## config.mk

```make
export PLATFORM = sky130hd
export DESIGN_NAME = fb_rect_writer
export DESIGN_NICKNAME = d
export VERILOG_FILES = /design/src/rtl/fb_rect_writer.sv
export SDC_FILE = /design/constraint.sdc
export NUM_CORES = 1
export LEC_CHECK = 0
export CORE_ASPECT_RATIO = 1.5
export CORE_MARGIN = 2
export CORE_UTILIZATION = 30
export DETAILED_ROUTE_END_ITERATION = 10
export DONT_BUFFER_PORTS = 1
export PLACE_DENSITY = 0.47
export SLEW_MARGIN = 0
export SYNTH_ARGS = -nofsm -noshare
export SYNTH_HDL_FRONTEND = slang
export SYNTH_SLANG_ARGS = --single-unit
```

## constraint.sdc

```tcl
create_clock -name clk -period 3.55 [get_ports clk]
set_clock_uncertainty 0.05 [all_clocks]
set_input_delay 0.1775 -clock clk [delete_from_list [all_inputs] [get_ports clk]]
set_output_delay 0.1775 -clock clk [all_outputs]
set_load 0.01 [all_outputs]
```

## src/rtl/fb_rect_writer.sv

```systemverilog
// Rectangle-fill writer for the 1-bit framebuffer: turns accepted fill commands
// into one pixel write per clock using addr = x + STRIDE*y, clipped to the memory.
module fb_rect_writer #(
  parameter int STRIDE = 800,
  parameter int ROWS   = 528,
  parameter int ADDR_W = 19,
  parameter int XY_W   = 10
) (
  input  logic              clk,
  input  logic              reset,
  input  logic              cmd_valid,
  output logic              cmd_ready,
  input  logic [XY_W-1:0]   cmd_x0,
  input  logic [XY_W-1:0]   cmd_y0,
  input  logic [XY_W-1:0]   cmd_w,
  input  logic [XY_W-1:0]   cmd_h,
  input  logic              cmd_color,
  output logic [ADDR_W-1:0] mem_addr,
  output logic              mem_data,
  output logic              mem_we,
  output logic              busy,
  output logic              done
);

  typedef enum logic [1:0] {IDLE, SETUP, WRITE, FINISH} state_t;

  localparam logic [XY_W:0]     STRIDE_E = (XY_W+1)'(STRIDE);
  localparam logic [XY_W:0]     ROWS_E   = (XY_W+1)'(ROWS);
  localparam logic [ADDR_W-1:0] STRIDE_A = ADDR_W'(STRIDE);

  state_t            state_q, state_d;
  logic [XY_W-1:0]   x0_q, x0_d, y0_q, y0_d, w_q, w_d, h_q, h_d;
  logic              color_q, color_d;
  logic [XY_W-1:0]   x_q, x_d, y_q, y_d;
  logic [XY_W-1:0]   xLast_q, xLast_d, yLast_q, yLast_d;
  logic [ADDR_W-1:0] rowBase_q, rowBase_d;
  logic [ADDR_W-1:0] memAddr_q, memAddr_d;
  logic              memData_q, memData_d, memWe_q, memWe_d;
  logic              busy_q, busy_d, done_q, done_d, cmdReady_q, cmdReady_d;

  logic [XY_W:0]     xSum, ySum, xEnd, yEnd;
  logic [ADDR_W-1:0] setupBase;
  logic              emptyCmd;

  // Clipped bounds and first row base, only consumed in SETUP.
  assign xSum      = {1'b0, x0_q} + {1'b0, w_q};
  assign ySum      = {1'b0, y0_q} + {1'b0, h_q};
  assign xEnd      = (xSum > STRIDE_E) ? STRIDE_E : xSum;
  assign yEnd      = (ySum > ROWS_E) ? ROWS_E : ySum;
  assign setupBase = STRIDE_A * ADDR_W'(y0_q);
  assign emptyCmd  = (w_q == '0) || (h_q == '0) ||
                     ({1'b0, x0_q} >= STRIDE_E) || ({1'b0, y0_q} >= ROWS_E);

  always_comb begin
    state_d   = state_q;
    x0_d      = x0_q;
    y0_d      = y0_q;
    w_d       = w_q;
    h_d       = h_q;
    color_d   = color_q;
    x_d       = x_q;
    y_d       = y_q;
    xLast_d   = xLast_q;
    yLast_d   = yLast_q;
    rowBase_d = rowBase_q;
    memAddr_d = memAddr_q;
    memData_d = memData_q;
    memWe_d   = 1'b0;
    done_d    = 1'b0;

    case (state_q)
      IDLE: begin
        if (cmd_valid && cmdReady_q) begin
          x0_d    = cmd_x0;
          y0_d    = cmd_y0;
          w_d     = cmd_w;
          h_d     = cmd_h;
          color_d = cmd_color;
          state_d = SETUP;
        end
      end
      SETUP: begin
        if (emptyCmd) begin
          done_d  = 1'b1;
          state_d = FINISH;
        end else begin
          xLast_d   = XY_W'(xEnd - (XY_W+1)'(1));
          yLast_d   = XY_W'(yEnd - (XY_W+1)'(1));
          x_d       = x0_q;
          y_d       = y0_q;
          rowBase_d = setupBase;
          memAddr_d = setupBase + ADDR_W'(x0_q);
          memData_d = color_q;
          memWe_d   = 1'b1;
          state_d   = WRITE;
        end
      end
      WRITE: begin
        // The registered outputs show pixel (x_q, y_q); here we stage the next one.
        if (x_q == xLast_q && y_q == yLast_q) begin
          done_d  = 1'b1;
          state_d = FINISH;
        end else if (x_q == xLast_q) begin
          x_d       = x0_q;
          y_d       = y_q + XY_W'(1);
          rowBase_d = rowBase_q + STRIDE_A;
          memAddr_d = rowBase_q + STRIDE_A + ADDR_W'(x0_q);
          memWe_d   = 1'b1;
        end else begin
          x_d       = x_q + XY_W'(1);
          memAddr_d = rowBase_q + ADDR_W'(x_q) + ADDR_W'(1);
          memWe_d   = 1'b1;
        end
      end
      FINISH: begin
        state_d = IDLE;
      end
      default: begin
        state_d = IDLE;
      end
    endcase

    cmdReady_d = (state_d == IDLE);
    busy_d     = (state_d != IDLE);
  end

  always_ff @(posedge clk) begin
    if (reset) begin
      state_q    <= IDLE;
      x0_q       <= '0;
      y0_q       <= '0;
      w_q        <= '0;
      h_q        <= '0;
      color_q    <= 1'b0;
      x_q        <= '0;
      y_q        <= '0;
      xLast_q    <= '0;
      yLast_q    <= '0;
      rowBase_q  <= '0;
      memAddr_q  <= '0;
      memData_q  <= 1'b0;
      memWe_q    <= 1'b0;
      busy_q     <= 1'b0;
      done_q     <= 1'b0;
      cmdReady_q <= 1'b1;
    end else begin
      state_q    <= state_d;
      x0_q       <= x0_d;
      y0_q       <= y0_d;
      w_q        <= w_d;
      h_q        <= h_d;
      color_q    <= color_d;
      x_q        <= x_d;
      y_q        <= y_d;
      xLast_q    <= xLast_d;
      yLast_q    <= yLast_d;
      rowBase_q  <= rowBase_d;
      memAddr_q  <= memAddr_d;
      memData_q  <= memData_d;
      memWe_q    <= memWe_d;
      busy_q     <= busy_d;
      done_q     <= done_d;
      cmdReady_q <= cmdReady_d;
    end
  end

  assign cmd_ready = cmdReady_q;
  assign mem_addr  = memAddr_q;
  assign mem_data  = memData_q;
  assign mem_we    = memWe_q;
  assign busy      = busy_q;
  assign done      = done_q;

endmodule

```

==> impl_metrics.csv, run 1 <==
group,metric,value,unit
status,outcome,"finished clean",
logic_synthesis,yosysSeqAreaShare,0.2612,
die,floorplan.io_pins,68,
setup_path,criticalPathCategory,"flip-flop to flip-flop",
setup_path,critical_path_peak_fanout,5,
placement,dp_worst_setup_slack,-0.2173,ns
clock_tree,cts_inserted_buffers,17,
logic_synthesis,synth.ff_latch_count,120,
run,cap_violations,0,
logic_synthesis,netlist-cell-type-count,83,
clock_tree,reg_clk_slew_reported_paths,0.06,ns
logic_synthesis,synth-edff-count,0,
die,fp.dieW,147.0,µm
clock_tree,clkLatencyLatePin,0.44,ns
sta,layout_setup_ws,0.07638,ns
logic_synthesis,post_synth_instance_area,0.009198,mm²
setup_path,worst_setup_startpoint,"y0_q[2]",
global_routing,grt.overflow.total,0,
pwr,clock_power_share,0.206,
global_routing,grt_start_max_net_pins,57,
pwr,power-per-cell-area,804.5,mW/mm²
clock_tree,cts-root-to-sink-buffers,2,
sta,timing.fmax,287.9,MHz
pwr,p_leak,4.893,nW
die,floorplan.die_area,0.03210,mm²
worst_hold_path,hold_path_depth,2,
sta,final.min_clock_period,3.474,ns
clock_tree,cts.root.buffer_cell,"sky130_fd_sc_hd__clkbuf_16",
pwr,total_switching_power,4.150,mW
logic_synthesis,synth_area_leaders,"sky130_fd_sc_hd__dfxtp_1 (26%), sky130_fd_sc_hd__ha_1 (12%), sky130_fd_sc_hd__nand2_1 (7.2%), sky130_fd_sc_hd__a21oi_1 (5.6%), sky130_fd_sc_hd__xnor2_1 (5.1%)",
sta,finalMaxSlewViolations,0,
sta,setup_viol_count_final,0,
setup_path,arrival,3.78,ns
logic_synthesis,asyncSetResetFlopFracSynth,0,
cells_and_area,fillers,3271,
sta,pin_slew_with_the_least_headroom_to_its_limit,0.7203,ns
logic_synthesis,synth_most_common_cell,"sky130_fd_sc_hd__nand2_1",
logic_synthesis,syn_area_per_cell,7.614,µm²
setup_path,reg2reg_depth,13,
placement,placedCellCount,1630,
worst_hold_path,timing.hold.worst.class,"input port to flip-flop",
routing,drc,0,
cells_and_area,postLayoutCellArea,0.01162,mm²
setup_path,r2r_end,"mem_addr[18]",
routing,antenna_left,0,
pwr,power.ir.vdd_worst,0.0003993,V
setup_path,critPathCaptureType,"flip-flop",
setup_path,crit_path_start_kind,"flip-flop",
die,floorplan.initialDensity,0.3040,
routing,wl_per_cell,16.91,µm
pwr,sequential_power_share,0.221,
cells_and_area,finalNonFillerCells,1721,
global_routing,grt_pass1_vias,8695,
sta,grt_setup_unrepaired,"yes",
logic_synthesis,synth_cells,1208,
global_routing,antenna_violations_before_repair,0,
logic_synthesis,synth_flop_cell,"sky130_fd_sc_hd__dfxtp_1",
setup_path,critical_path_required,3.85,ns
routing,drt_iter0_drc,389,
logic_synthesis,syn-num-nets,1346,
routing,post_drt_via_cell_ratio,5.110,
sta,final-hold-violation-count,0,
logic_synthesis,synthDominantCellAreaShare,0.2612,
routing,drt_wl_total,29.10,mm
setup_path,reg2reg_slack,0.08,ns
clock_tree,cts_tree,"yes",
sta,max-slew-margin-rel,0.5147,
cells_and_area,n_antenna_cell,0,
routing,drt_first_pass_iters,4,
placement,placement.io_buffers,0,
setup_path,timing.rr.start,"y0_q[2]",
logic_synthesis,synthDominantAreaCellType,"sky130_fd_sc_hd__dfxtp_1",
pwr,p_int,5.197,mW
clock_tree,cts.htree.levels,4,
placement,globalplace.congestion,0.8337,
pwr,comb_power_share,0.573,
setup_path,crit_end,"mem_addr[18]",
logic_synthesis,post_synth_most_frequent_cells,"sky130_fd_sc_hd__nand2_1 (177), sky130_fd_sc_hd__dfxtp_1 (120), sky130_fd_sc_hd__a21oi_1 (102)",
cells_and_area,num-nets-final,1446,
routing,dr_total_vias,8794,
placement,placedInstanceArea,0.01013,mm²
clock_tree,clock-sinks,120,
cells_and_area,drive_gt1_frac,0.1499,
die,fp.coreArea,0.03025,mm²
global_routing,grt_pass1_wl,45.66,mm
placement,post-dp-hpwl,21.44,mm
die,die_h,218.5,µm
die,rows,78,
logic_synthesis,ys.warnings.count,0,
global_routing,globalRouteTotalUtil,0.1823,
cells_and_area,area_delta_synth_final,26.32,%
pwr,switching_share,0.4440,
sta,finalCritPeriodShare,0.9785,
-- final cells by class --
cell class | instances | area, µm² | area share
Sequential cell | 120 | 2421 | 0.2084
Multi-Input combinational cell | 965 | 6533 | 0.5622
Inverter | 55 | 206.4 | 0.01777
Timing Repair Buffer | 149 | 1321 | 0.1137
Tap cell | 400 | 500.5 | 0.04308
Clock inverter | 14 | 197.7 | 0.01701
Clock buffer | 18 | 439.2 | 0.03780
-- power groups by stage --
| stage | clock network, mW | logic [mW] | registers (mW) |
|---|---|---|---|
| CTS | 1.97 | 5.27 | 2.07 |
| global route | 2.02 | 6.00 | 2.12 |
| detailed placement | 0 | 5.05 | 2.10 |
| finish | 1.92 | 5.36 | 2.07 |
| floorplan | 0 | 3.56 | 1.94 |
| global placement | 0 | 5.02 | 2.09 |
-- what timing repair did --
action,4_1_cts,5_1_grt
resized for setup,11,45
endpoints found under the setup margin,9,24
pin swaps,4,21
hold buffers,56,0
endpoints found under the hold margin,104,0
setup buffers,0,3
-- through the flow --
step	setup TNS (ns)	util	power (mW)	hold slack [ns]
final	0	0.3840	9.347	0.04963
after global routing	-0.1607	0.3840	10.14	0.04094
after CTS	-0.01247	0.3761	9.307	0.02388
after detailed placement	-1.060	0.3349	7.147	0.2095
after global placement	-0.4982	0.3349	7.115	0.2095
after floorplan	0	-	5.498	0.2560
-- worst max-delay path, cell delays in order (launching register included) --
cell,delay [ns]
sky130_fd_sc_hd__dfxtp_4,0.37
sky130_fd_sc_hd__buf_6,0.12
sky130_fd_sc_hd__ha_4,0.24
sky130_fd_sc_hd__ha_4,0.16
sky130_fd_sc_hd__fa_1,0.45
sky130_fd_sc_hd__ha_1,0.30
sky130_fd_sc_hd__nor2b_4,0.13
sky130_fd_sc_hd__o31a_1,0.33
sky130_fd_sc_hd__o31ai_2,0.31
sky130_fd_sc_hd__a21bo_2,0.29
sky130_fd_sc_hd__nor3_2,0.14
sky130_fd_sc_hd__nand3_1,0.12
sky130_fd_sc_hd__mux2i_1,0.14
sky130_fd_sc_hd__a311oi_1,0.24
-- state kept, by name, indices dropped and copies added, names as in the netlist, 2 cells and up --
signal / count
h_q: 10
mem_addr: 19
rowBase_q: 14
state_q: 2
w_q: 10
x0_q: 10
xLast_q: 10
x_q: 9
y0_q: 10
yLast_q: 10
y_q: 10
-- cells by family (layout without fill, tap and decap cells) --
family,after synthesis,count (layout),synth area share
AOI/OAI and AO/OA,329,329,0.2302
xor gates and xnor gates,85,85,0.08094
adders and majority gates,94,94,0.1344
buffers and inverters,123,236,0.05605
DFF,120,120,0.2612
muxes,9,9,0.01007
and+or+nand+nor,448,448,0.2272
-- worst min path at each step --
stage | start | endpoint | slack [ns]
after floorplan | cmd_y0[0] | y0_q[0] | 0.26
after global placement | reset | w_q[0] | 0.21
after detailed placement | reset | y0_q[0] | 0.21
after CTS | reset | y_q[2] | 0.02
after global routing | reset | y_q[5] | 0.04
final | reset | y_q[2] | 0.05
-- metal layers --
metal  GRT usage  routed length [µm]  vias up  part of all wire
li1            -                   -     4482                 -
met1      0.1928               11740     4161              0.40
met2      0.3579               16000      123              0.55
met3     0.03779                 835       28             0.029
met4     0.05577                 523        0             0.018
met5           0                   0        -                 0
-- cells in the final DEF, fill, tap and decap left out, drive strengths merged, types with 9 or more instances in the layout --
cell,netlist,routed
buf,19,94
and2,11,11
nor2b,11,11
nand3,41,41
nand2,177,177
xnor2,54,54
nand2b,15,15
nand4,9,9
o21a,9,9
a211oi,19,19
nor3,25,25
dfxtp,120,120
xor2,31,31
nor4,11,11
dlygate4sd3,0,55
ha,86,86
nor2,98,98
a21oi,103,103
inv,55,57
a22oi,11,11
and3,14,14
a31oi,20,20
or3,13,13
clkbuf,48,18
o21ai,77,77
a21o,9,9
Note: power is estimated with default switching activity, not from simulation.
==> run 2, diff against run 1 <==
--- a/config.mk
+++ b/config.mk
@@ -8,6 +8,7 @@
 export CORE_ASPECT_RATIO = 1.5
 export CORE_MARGIN = 2
 export CORE_UTILIZATION = 30
+export CTS_BUF_LIST = sky130_fd_sc_hd__clkbuf_2
 export DETAILED_ROUTE_END_ITERATION = 10
 export DONT_BUFFER_PORTS = 1
 export PLACE_DENSITY = 0.47
==> run 2 against run 1 <==
The run now ends with hold timing left. Core utilization grew 0.60 points. Total power decreased by 6.3%. Wire length rose by 1.8%. Combinational power is 4.1% higher. Hold slack worse by 0.68 ns. Register-to-register slack worse by 0.03 ns. Critical path type unchanged.
==> impl_metrics.csv, run 2 (synthesis results as in run 1) <==
group,metric,value,unit
status,outcome,"finished with violations",
status,failing_checks,"hold timing",
cells_and_area,area_delta_synth_final,28.30,%
pwr,p_int,4.641,mW
die,floorplan.die_area,0.03210,mm²
setup_path,criticalPathCategory,"flip-flop to flip-flop",
die,rows,78,
clock_tree,cts-root-to-sink-buffers,2,
clock_tree,clkLatencyLatePin,0.83,ns
cells_and_area,num-nets-final,1495,
sta,grt_setup_unrepaired,"yes",
setup_path,critical_path_buf_inv_count,1,
setup_path,critical_path_required,4.22,ns
pwr,p_total,8.754,mW
cells_and_area,seq_area,0.002426,mm²
sta,whs,-0.6349,ns
placement,dp_worst_setup_slack,-0.2173,ns
pwr,sequential_power_share,0.237,
cells_and_area,layout.cells.most_common,"sky130_fd_sc_hd__nand2_1",
setup_path,crit_path_cell_trace,"buf_6 -> ha_4 -> ha_4 -> fa_1 -> ha_4 -> nor2b_4 -> o31a_1 -> o31ai_2 -> a21bo_2 -> nor3_2 -> nand3_1 -> mux2i_1 -> a311oi_1",
run,cap_violations,0,
global_routing,grt_start_max_net_pins,107,
placement,globalplace.congestion,0.8337,
pwr,total_switching_power,4.113,mW
sta,timing.fmax,285.7,MHz
routing,drc,0,
setup_path,critical_path_peak_fanout,5,
clock_tree,cts.htree.levels,4,
global_routing,grt_pass1_vias,8988,
pwr,switching_share,0.4698,
routing,wl_per_cell,16.73,µm
clock_tree,clock-sinks,120,
setup_path,critPathCaptureType,"flip-flop",
routing,post_drt_via_cell_ratio,5.089,
sta,final-hold-violation-count,60,
routing,antenna_left,0,
setup_path,critical_path.slowest_cell,"sky130_fd_sc_hd__fa_1",
setup_path,reg2reg_depth,13,
worst_hold_path,timing.hold.worst.class,"input port to flip-flop",
routing,drt_first_pass_iters,5,
cells_and_area,fin_util,0.3900,
sta,layout_setup_ws,0.05036,ns
sta,finalMaxSlewViolations,0,
setup_path,reg2reg_slack,0.05,ns
pwr,comb_power_share,0.638,
cells_and_area,drive_gt1_frac,0.1547,
clock_tree,cts_inserted_buffers,17,
placement,post-dp-hpwl,21.44,mm
placement,placedInstanceArea,0.01013,mm²
sta,final.min_clock_period,3.500,ns
cells_and_area,postLayoutCellArea,0.01180,mm²
pwr,clock_power_share,0.126,
die,floorplan.initialDensity,0.3040,
die,floorplan.io_pins,68,
routing,drt_iter0_drc,368,
clock_tree,cts_tree,"yes",
setup_path,worst_path_most_repeated_cell,"sky130_fd_sc_hd__ha_4",
global_routing,grt.overflow.total,0,
setup_path,arrival,4.17,ns
sta,max-slew-margin-rel,0.5146,
worst_hold_path,holdCritStartpoint,"reset",
cells_and_area,largest_reg_flops,19,
sta,pin_slew_with_the_least_headroom_to_its_limit,0.7206,ns
worst_hold_path,hold_path_depth,1,
pwr,power.ir.vdd_worst,0.0003292,V
sta,finalCritPeriodShare,0.9858,
pwr,p_leak,5.032,nW
cells_and_area,fillers,3278,
setup_path,crit_path_start_kind,"flip-flop",
die,fp.coreArea,0.03025,mm²
routing,drt_wl_total,29.62,mm
die,fp.dieW,147.0,µm
setup_path,critical_path_max_stage_delay,0.54,ns
setup_path,top_delay_family_on_crit_path,"compound AO/OA/AOI/OAI gates",
global_routing,antenna_violations_before_repair,1,
worst_hold_path,hold_end,"yLast_q[9]",
placement,placement.io_buffers,0,
die,die_h,218.5,µm
sta,setup_viol_count_final,0,
setup_path,r2r_end,"mem_addr[18]",
clock_tree,reg_clk_slew_reported_paths,0.21,ns
global_routing,grt_pass1_wl,46.65,mm
global_routing,globalRouteTotalUtil,0.1856,
pwr,power-per-cell-area,741.9,mW/mm²
setup_path,timing.rr.start,"y0_q[2]",
clock_tree,cts.root.buffer_cell,"sky130_fd_sc_hd__clkbuf_2",
cells_and_area,multi_input_logic_area,0.006585,mm²
routing,dr_total_vias,9013,
cells_and_area,layout_common_cells,"sky130_fd_sc_hd__nand2_1 (177), sky130_fd_sc_hd__dfxtp_1 (109), sky130_fd_sc_hd__dlygate4sd3_1 (102)",
run 2: power by group through the flow:
stage | Clock (mW) | Sequential [mW] | Combinational (mW)
after floorplan | 0 | 1.94 | 3.56
after global placement | 0 | 2.09 | 5.02
after detailed placement | 0 | 2.10 | 5.05
after CTS | 1.15 | 2.07 | 5.40
after global routing | 1.19 | 2.13 | 6.24
final | 1.10 | 2.07 | 5.58
run 2: layout make-up:
| class | count | share of cell area |
|---|---|---|
| Tap cell | 400 | 0.04241 |
| Antenna cell | 1 | 0.0002121 |
| Clock buffer | 17 | 0.007210 |
| Inverter | 55 | 0.01771 |
| Clock inverter | 15 | 0.01707 |
| Timing Repair Buffer | 198 | 0.1517 |
| Sequential cell | 120 | 0.2056 |
| Multi-Input combinational cell | 965 | 0.5581 |
run 2: what timing repair did:
action,CTS,global route
hold endpoints to repair,120,62
resized for setup,10,61
pin swaps,2,28
setup buffers,1,5
endpoints found under the setup margin,8,23
hold buffers,101,1
run 2: how the worst max path moves through the flow:
stage	endpoint	cells after the start	startpoint
after floorplan	mem_addr[18]	13	y0_q[3]
after global placement	mem_addr[16]	14	y0_q[2]
after detailed placement	mem_addr[16]	14	y0_q[2]
after CTS	mem_addr[16]	14	y0_q[3]
after global routing	yLast_q[8]	15	y0_q[1]
final	mem_addr[18]	13	y0_q[2]
run 2: metrics by stage:
step / setup TNS (ns) / instances
finish: 0 / 1771
global route: -0.3622 / 1771
CTS: -0.01508 / 1764
floorplan: 0 / 1208
detailed placement: -1.060 / 1630
global placement: -0.4982 / 1630
run 2: per-layer routing:
layer,global-route usage,share of wire,vias up
met5,0,0,-
met4,0.04936,0.018,0
met3,0.03570,0.029,25
met2,0.3700,0.55,125
met1,0.1963,0.40,4279
li1,-,-,4584
